===== config.mk =====
export PLATFORM = sky130hd
export DESIGN_NAME = rf_scoreboard
export DESIGN_NICKNAME = d
export VERILOG_FILES = /design/src/rtl/rf_scoreboard.sv
export SDC_FILE = /design/constraint.sdc
export NUM_CORES = 2
export LEC_CHECK = 0
export BUFFER_PORTS_ARGS = -buffer_cell sky130_fd_sc_hd__buf_2
export CAP_MARGIN = 15
export CORE_ASPECT_RATIO = 1.5
export CORE_MARGIN = 2
export CORE_UTILIZATION = 50
export CTS_CLUSTER_SIZE = 30
export DETAILED_ROUTE_END_ITERATION = 8
export PLACE_DENSITY_LB_ADDON = 0.12
export REMOVE_ABC_BUFFERS = 1
export SLEW_MARGIN = 20
export SYNTH_ARGS = -nofsm -noshare
export SYNTH_HDL_FRONTEND = slang
export SYNTH_SLANG_ARGS = --single-unit

===== constraint.sdc =====
create_clock -name clk -period 5.5 [get_ports clk]
set_input_delay 0.825 -clock clk [delete_from_list [all_inputs] [get_ports clk]]
set_output_delay 0.825 -clock clk [all_outputs]
set_load 0.005 [all_outputs]

===== src/rtl/rf_scoreboard.sv =====
// Register file with two combinational read ports, one clocked write port and a per-register busy scoreboard.
// Optional macro RF_BYPASS_EN forwards same-cycle write data and post-edge busy state to the read ports.
module rf_scoreboard #(
  parameter int DATA_W   = 32,
  parameter int ADDR_W   = 5,
  parameter int ZERO_REG = 1
) (
  input  logic              clk,
  input  logic              rst_n,
  input  logic              RegWrite,
  input  logic [ADDR_W-1:0] WriteAddr,
  input  logic [DATA_W-1:0] WriteData,
  input  logic              SetBusy,
  input  logic [ADDR_W-1:0] SetBusyAddr,
  input  logic [ADDR_W-1:0] ReadAddr1,
  input  logic [ADDR_W-1:0] ReadAddr2,
  output logic [DATA_W-1:0] ReadData1,
  output logic [DATA_W-1:0] ReadData2,
  output logic              Busy1,
  output logic              Busy2,
  output logic              BusyAny
);

  localparam int   DEPTH  = 2**ADDR_W;
  localparam logic ZERO_EN = (ZERO_REG != 0);

  logic [DATA_W-1:0] regs [DEPTH];
  logic [DEPTH-1:0]  busy;
  logic [DEPTH-1:0]  busyNext;
  logic              writeEn;
  logic              read1Zero;
  logic              read2Zero;

  assign writeEn   = RegWrite && !(ZERO_EN && (WriteAddr == '0));
  assign read1Zero = ZERO_EN && (ReadAddr1 == '0);
  assign read2Zero = ZERO_EN && (ReadAddr2 == '0);

  always_ff @(posedge clk or negedge rst_n) begin
    if (!rst_n) begin
      for (int i = 0; i < DEPTH; i++) begin
        regs[i] <= '0;
      end
    end else if (writeEn) begin
      regs[WriteAddr] <= WriteData;
    end
  end

  // Set is applied after clear so a newly issued producer wins over a retiring one.
  always_comb begin
    busyNext = busy;
    if (RegWrite) begin
      busyNext[WriteAddr] = 1'b0;
    end
    if (SetBusy) begin
      busyNext[SetBusyAddr] = 1'b1;
    end
    if (ZERO_EN) begin
      busyNext[0] = 1'b0;
    end
  end

  always_ff @(posedge clk or negedge rst_n) begin
    if (!rst_n) begin
      busy <= '0;
    end else begin
      busy <= busyNext;
    end
  end

  assign BusyAny = |busy;

  always_comb begin
    ReadData1 = regs[ReadAddr1];
    ReadData2 = regs[ReadAddr2];
    Busy1     = busy[ReadAddr1];
    Busy2     = busy[ReadAddr2];
`ifdef RF_BYPASS_EN
    // Gated by rst_n so the read ports stay at zero for the whole reset window.
    if (rst_n && RegWrite && (ReadAddr1 == WriteAddr)) begin
      ReadData1 = WriteData;
      Busy1     = SetBusy && (SetBusyAddr == ReadAddr1);
    end
    if (rst_n && RegWrite && (ReadAddr2 == WriteAddr)) begin
      ReadData2 = WriteData;
      Busy2     = SetBusy && (SetBusyAddr == ReadAddr2);
    end
`endif
    if (read1Zero) begin
      ReadData1 = '0;
      Busy1     = 1'b0;
    end
    if (read2Zero) begin
      ReadData2 = '0;
      Busy2     = 1'b0;
    end
  end

endmodule


# After elaboration in Yosys (flattened, before gate mapping)
# Cells that the tools add are included.
[op_classes]
n_lt_le_gt_ge = 10
n_mux = 23
bitwise = 6
reduce_logical = 9
[ops]
columns = ["op", "count"]
rows = [
  ["bitwise mux 1024 bit", 1],
  ["binary-select mux 32 bit (select 5 bit)", 2],
  ["2-to-1 mux 32 bit", 9],
  ["demux 32 bit (select 5 bit)", 1],
  ["bitwise AND 32 bit", 1],
  ["inverter 32 bit", 1],
  ["OR 32 bit", 1],
  ["OR reduction 31 bit", 1],
  ["less-than comparator 5 x 6 -> 1 bit (second input constant)", 4],
  [">= comparator 6 bit (second input constant)", 3],
  ["inverter 5 -> 6 bit", 3],
  ["zero test 5 bit", 3],
  ["binary-select mux 1 bit (select 5 bit)", 2],
  ["demux 1 bit (select 5 bit)", 2],
  [">= comparator 5 x 1 -> 1 bit (second input constant)", 2],
  ["less-than comparator 6 x 1 -> 1 bit (second input constant)", 1],
  ["2-to-1 mux 1 bit", 6],
  ["logical AND 1 bit", 4],
  ["zero test 1 bit", 1],
]
[word_totals]
reg_bits = 1055
input_bits = 56
output_inout_bits = 67
wordCells = 81

# Depth between registers and ports, before layout
[logic_depth]
ltp_word = 9
depth_mapped = 9
depth_no_buf = 4

# Worst setup path before layout
# No wires, ideal clock.
[synth_path]
kind = "in2out"
from = "input ReadAddr2[2]"
to = "output ReadData2[12]"
t_arrival_ns = 2.434
required_time_ns = 4.675
slack_ns = 2.241
cell_stages = 7
path_buffers = 3
cell_sequence = "buf_2 > buf_2 > clkbuf_1 > mux4_2 > mux2_2 > a221oi_1 > a221oi_1"
[synth_via]
elab_chain_cells = 5
elab_cells_between_ends = 6
classes_between = "mux (4); bitwise (1); reduce/logical (1)"
[synth_rtl]
columns = ["element", "line_no", "rtl"]
rows = [
  ["start, declared", "16", "input logic [ADDR_W-1:0] ReadAddr2,"],
  ["inverter 5 -> 6 bit (implied by the code)", "74", "ReadData2 = regs[ReadAddr2];"],
  ["binary-select mux 32 bit (select 5 bit)", "74", ""],
  ["2-to-1 mux 32 bit (implied by the code) (2 in series)", "74", ""],
  ["2-to-1 mux 32 bit *", "92", "if (read2Zero) begin"],
  ["end, declared", "18", "output logic [DATA_W-1:0] ReadData2,"],
]
# Every way passes the cells marked *; elsewhere a longest branch is shown, timed or not. The select of a mux whose other input is x is not followed.

# Worst setup path after layout
[layout_path]
from = "input ReadAddr2[1]"
to = "output ReadData2[12]"
# Same word-level chain as after synthesis.

==> impl_metrics.toml <==
[clocking]
cts_resized = 0
root_buffer = "clkbuf_16"
insertion_delay_ps = 700
cts_tree = "done"
clkSinkCount = 1055
post_cts_buffers = 0
cts_max_path_buffers = 3
path_clk_slew_ps = 60
h-tree-depth = 3
cts_hold_buf = 0
cts_buffers = 107

[drt]
ant_nets = 0
routed_wl_mm = 179
post_drt_via_cell_ratio = 7.00
drc_errors = 0
drt-initial-drc-count = 3043
post_drt_wl_per_cell_um = 35.2
routed-via-count = 35600
first_pass_iters = 7

[floorplanning]
initial_core_util = 0.503
core_um2 = 111000
fp.dieW_um = 277
row_count = 150
die_y_um = 414
dieArea_um2 = 115000
io_pins = 123

[logic_synthesis]
synth_cell_types = 36
async_flop_share = 1.00
yosysSeqAreaShare = 0.472
ys_warn_count = 0
syn_area_um2 = 55900
synthFlopType = "dfrtp_1"
netlist_instances = 3599
ys_ff_latch = 1055
synth_edf_count = 0
avgSynthCellArea_um2 = 15.5

[layout]
multi_input_area_um2 = 27900
seqCellArea_um2 = 26400
layout-drive-gt1-share = 0.559
nets = 3605
fin_util = 0.556
fillCellCount = 8883
area_delta_synth_final_pct = 10.4

[worst_setup_path]
worstPathRequired_ps = 4680
reg2reg_depth = 2
path_max_fanout = 74
crit_arrival_ps = 3550
critPathKind = "input port to output pin"
cp_num_buf_inv = 3
timing.rr.end = "busy[14]"
r2r_start = "busy[14]"
path_delay_family = "buffers and inverters"
slowest_delay_ps = 590
cp_cell_sequence = "buf_8, nor4_1, nor2_4, buf_4, a221oi_1, a221oi_1, buf_2"
critPathLaunchType = "input port"
rrSetupSlack_ps = 4630
crit_top_cell = "a221oi_1"
endpoint_kind = "output pin"
startpoint = "ReadAddr2[1]"
cp_slowest_cell = "buf_8"

[power_and_ir_drop]
pwr_density_cell_nw_per_um2 = 366
ir_drop_mv = 0.286
p_total_w = 0.0226
p_leak_nw = 26.6

[timing]
fin_crit_sh = 0.795
rsz0062_at_grt = "no"
setup_tns_ps = 0
hold_violations = 0
max_freq_mhz = 229
slew_viol_final = 0
clock-skew-final_ps = 0
slew_headroom = 0.210
finalCriticalPeriod_ps = 4370
setup_violations = 0
worst_pin_slew_ps = 1180

[placed_design]
port_buffers = 122
place_hpwl_mm = 108
gp_congestion = 0.860

[job]
cap_violations = 0

[global_routing]
grt_usage = 0.315
grt_start_max_net_pins = 141
grt_pass1_vias = 38600
antenna_found_initial = 6
grt_first_pass_wirelength_mm = 265
grt-ovfl-total = 0

[min_path]
hold_class = "input port to async pin"

[status]
status = "finished clean"
metrics by stage:
stage                     area (um2)  std cells  hold WS (ps)  worst slack (ps)
after detailed placement       58200       4883           384              1110
final                          61800       5076           184              1130
after global routing           61800       5075           233              1020
after floorplan                54100       3182           365               920
after global placement         58100       4881           378              1120
after CTS                      61700       5074           192              1130
flip-flops by register name, summed over array words and instances, names as in the netlist:
signal	count
regs	1024
busy	31
per-layer routing:
| layer | routed length (um) | share of wire | global-route usage |
|---|---|---|---|
| met5 | 42 | 0.00024 | 0 |
| met4 | 7650 | 0.043 | 0.135 |
| met3 | 12300 | 0.069 | 0.0605 |
| met2 | 89700 | 0.50 | 0.532 |
| met1 | 68900 | 0.39 | 0.400 |
cells in the final DEF, fill, tap and decap left out, types with 28 or more instances in the layout:
| cell | instances |
|---|---|
| o21ai_0 | 65 |
| a221oi_1 | 96 |
| a221o_1 | 32 |
| dfrtp_1 | 1055 |
| mux4_2 | 495 |
| clkbuf_16 | 109 |
| buf_12 | 30 |
| mux2i_1 | 197 |
| buf_4 | 107 |
| buf_2 | 115 |
| a22oi_1 | 32 |
| a31oi_1 | 33 |
| mux2_2 | 1058 |
| clkbuf_8 | 28 |
kinds of logic (layout without fill, tap and decap cells):
group	count (synthesis)	count (layout)	share of synthesized area
buffers and inverters	419	451	0.0335
other	0	1	0
AOI/OAI and AO/OA	276	276	0.0374
and+or+nand+nor	99	99	0.00942
DFF	1055	1055	0.472
muxes	1750	1750	0.448
synthesized netlist by cell type (2+ instances only):
cell type | number | share of area
a22oi_1 | 32 | 0.0043
nor2b_1 | 4 | 0.00045
a22o_1 | 15 | 0.0023
a221oi_1 | 96 | 0.015
clkbuf_1 | 226 | 0.015
nor2_1 | 25 | 0.0017
or3b_2 | 3 | 0.00047
mux4_2 | 495 | 0.20
buf_4 | 34 | 0.0046
nand3_1 | 5 | 0.00045
o21ai_0 | 65 | 0.0058
buf_2 | 104 | 0.0093
nand3b_1 | 7 | 0.00094
buf_1 | 47 | 0.0032
a31oi_1 | 33 | 0.0037
or2_2 | 4 | 0.00045
nor4_1 | 9 | 0.0010
mux2i_1 | 197 | 0.035
and3_1 | 3 | 0.00034
nand2_1 | 24 | 0.0016
dfrtp_1 | 1055 | 0.47
nor3b_1 | 8 | 0.0011
nor3_1 | 2 | 0.00018
mux2_2 | 1058 | 0.21
a221o_1 | 32 | 0.0057
buf_6 | 6 | 0.0012
layout make-up:
class / count / share of cell area
Multi-Input combinational cell: 2125 / 0.452
Sequential cell: 1055 / 0.427
Clock buffer: 159 / 0.0516
Timing Repair Buffer: 258 / 0.0335
Tap cell: 1444 / 0.0293
Clock inverter: 32 / 0.00636
Inverter: 2 / 0.000203
Antenna cell: 1 / 0.0000405
power by group:
part / internal (W) / switching [W]
combinational: 0.00282 / 0.00180
sequential: 0.00925 / 0.00123
clock: 0.00432 / 0.00319
total: 0.0164 / 0.00623
worst max-delay path by stage:
stage,end,slack [ps],depth (start not counted)
6_report,ReadData2[12],1130,7
5_1_grt,ReadData2[12],1020,7
4_1_cts,ReadData2[12],1130,7
3_5_place_dp,ReadData2[12],1110,7
3_3_place_gp,ReadData2[12],1120,7
2_1_floorplan,ReadData1[0],920,4
worst register-to-register path, cell delays in order, from the launching register on:
cell and delay, ps:
dfrtp_1 440, o21ai_0 120, o21ai_0 170
Power figures use the tool's default switching activity.
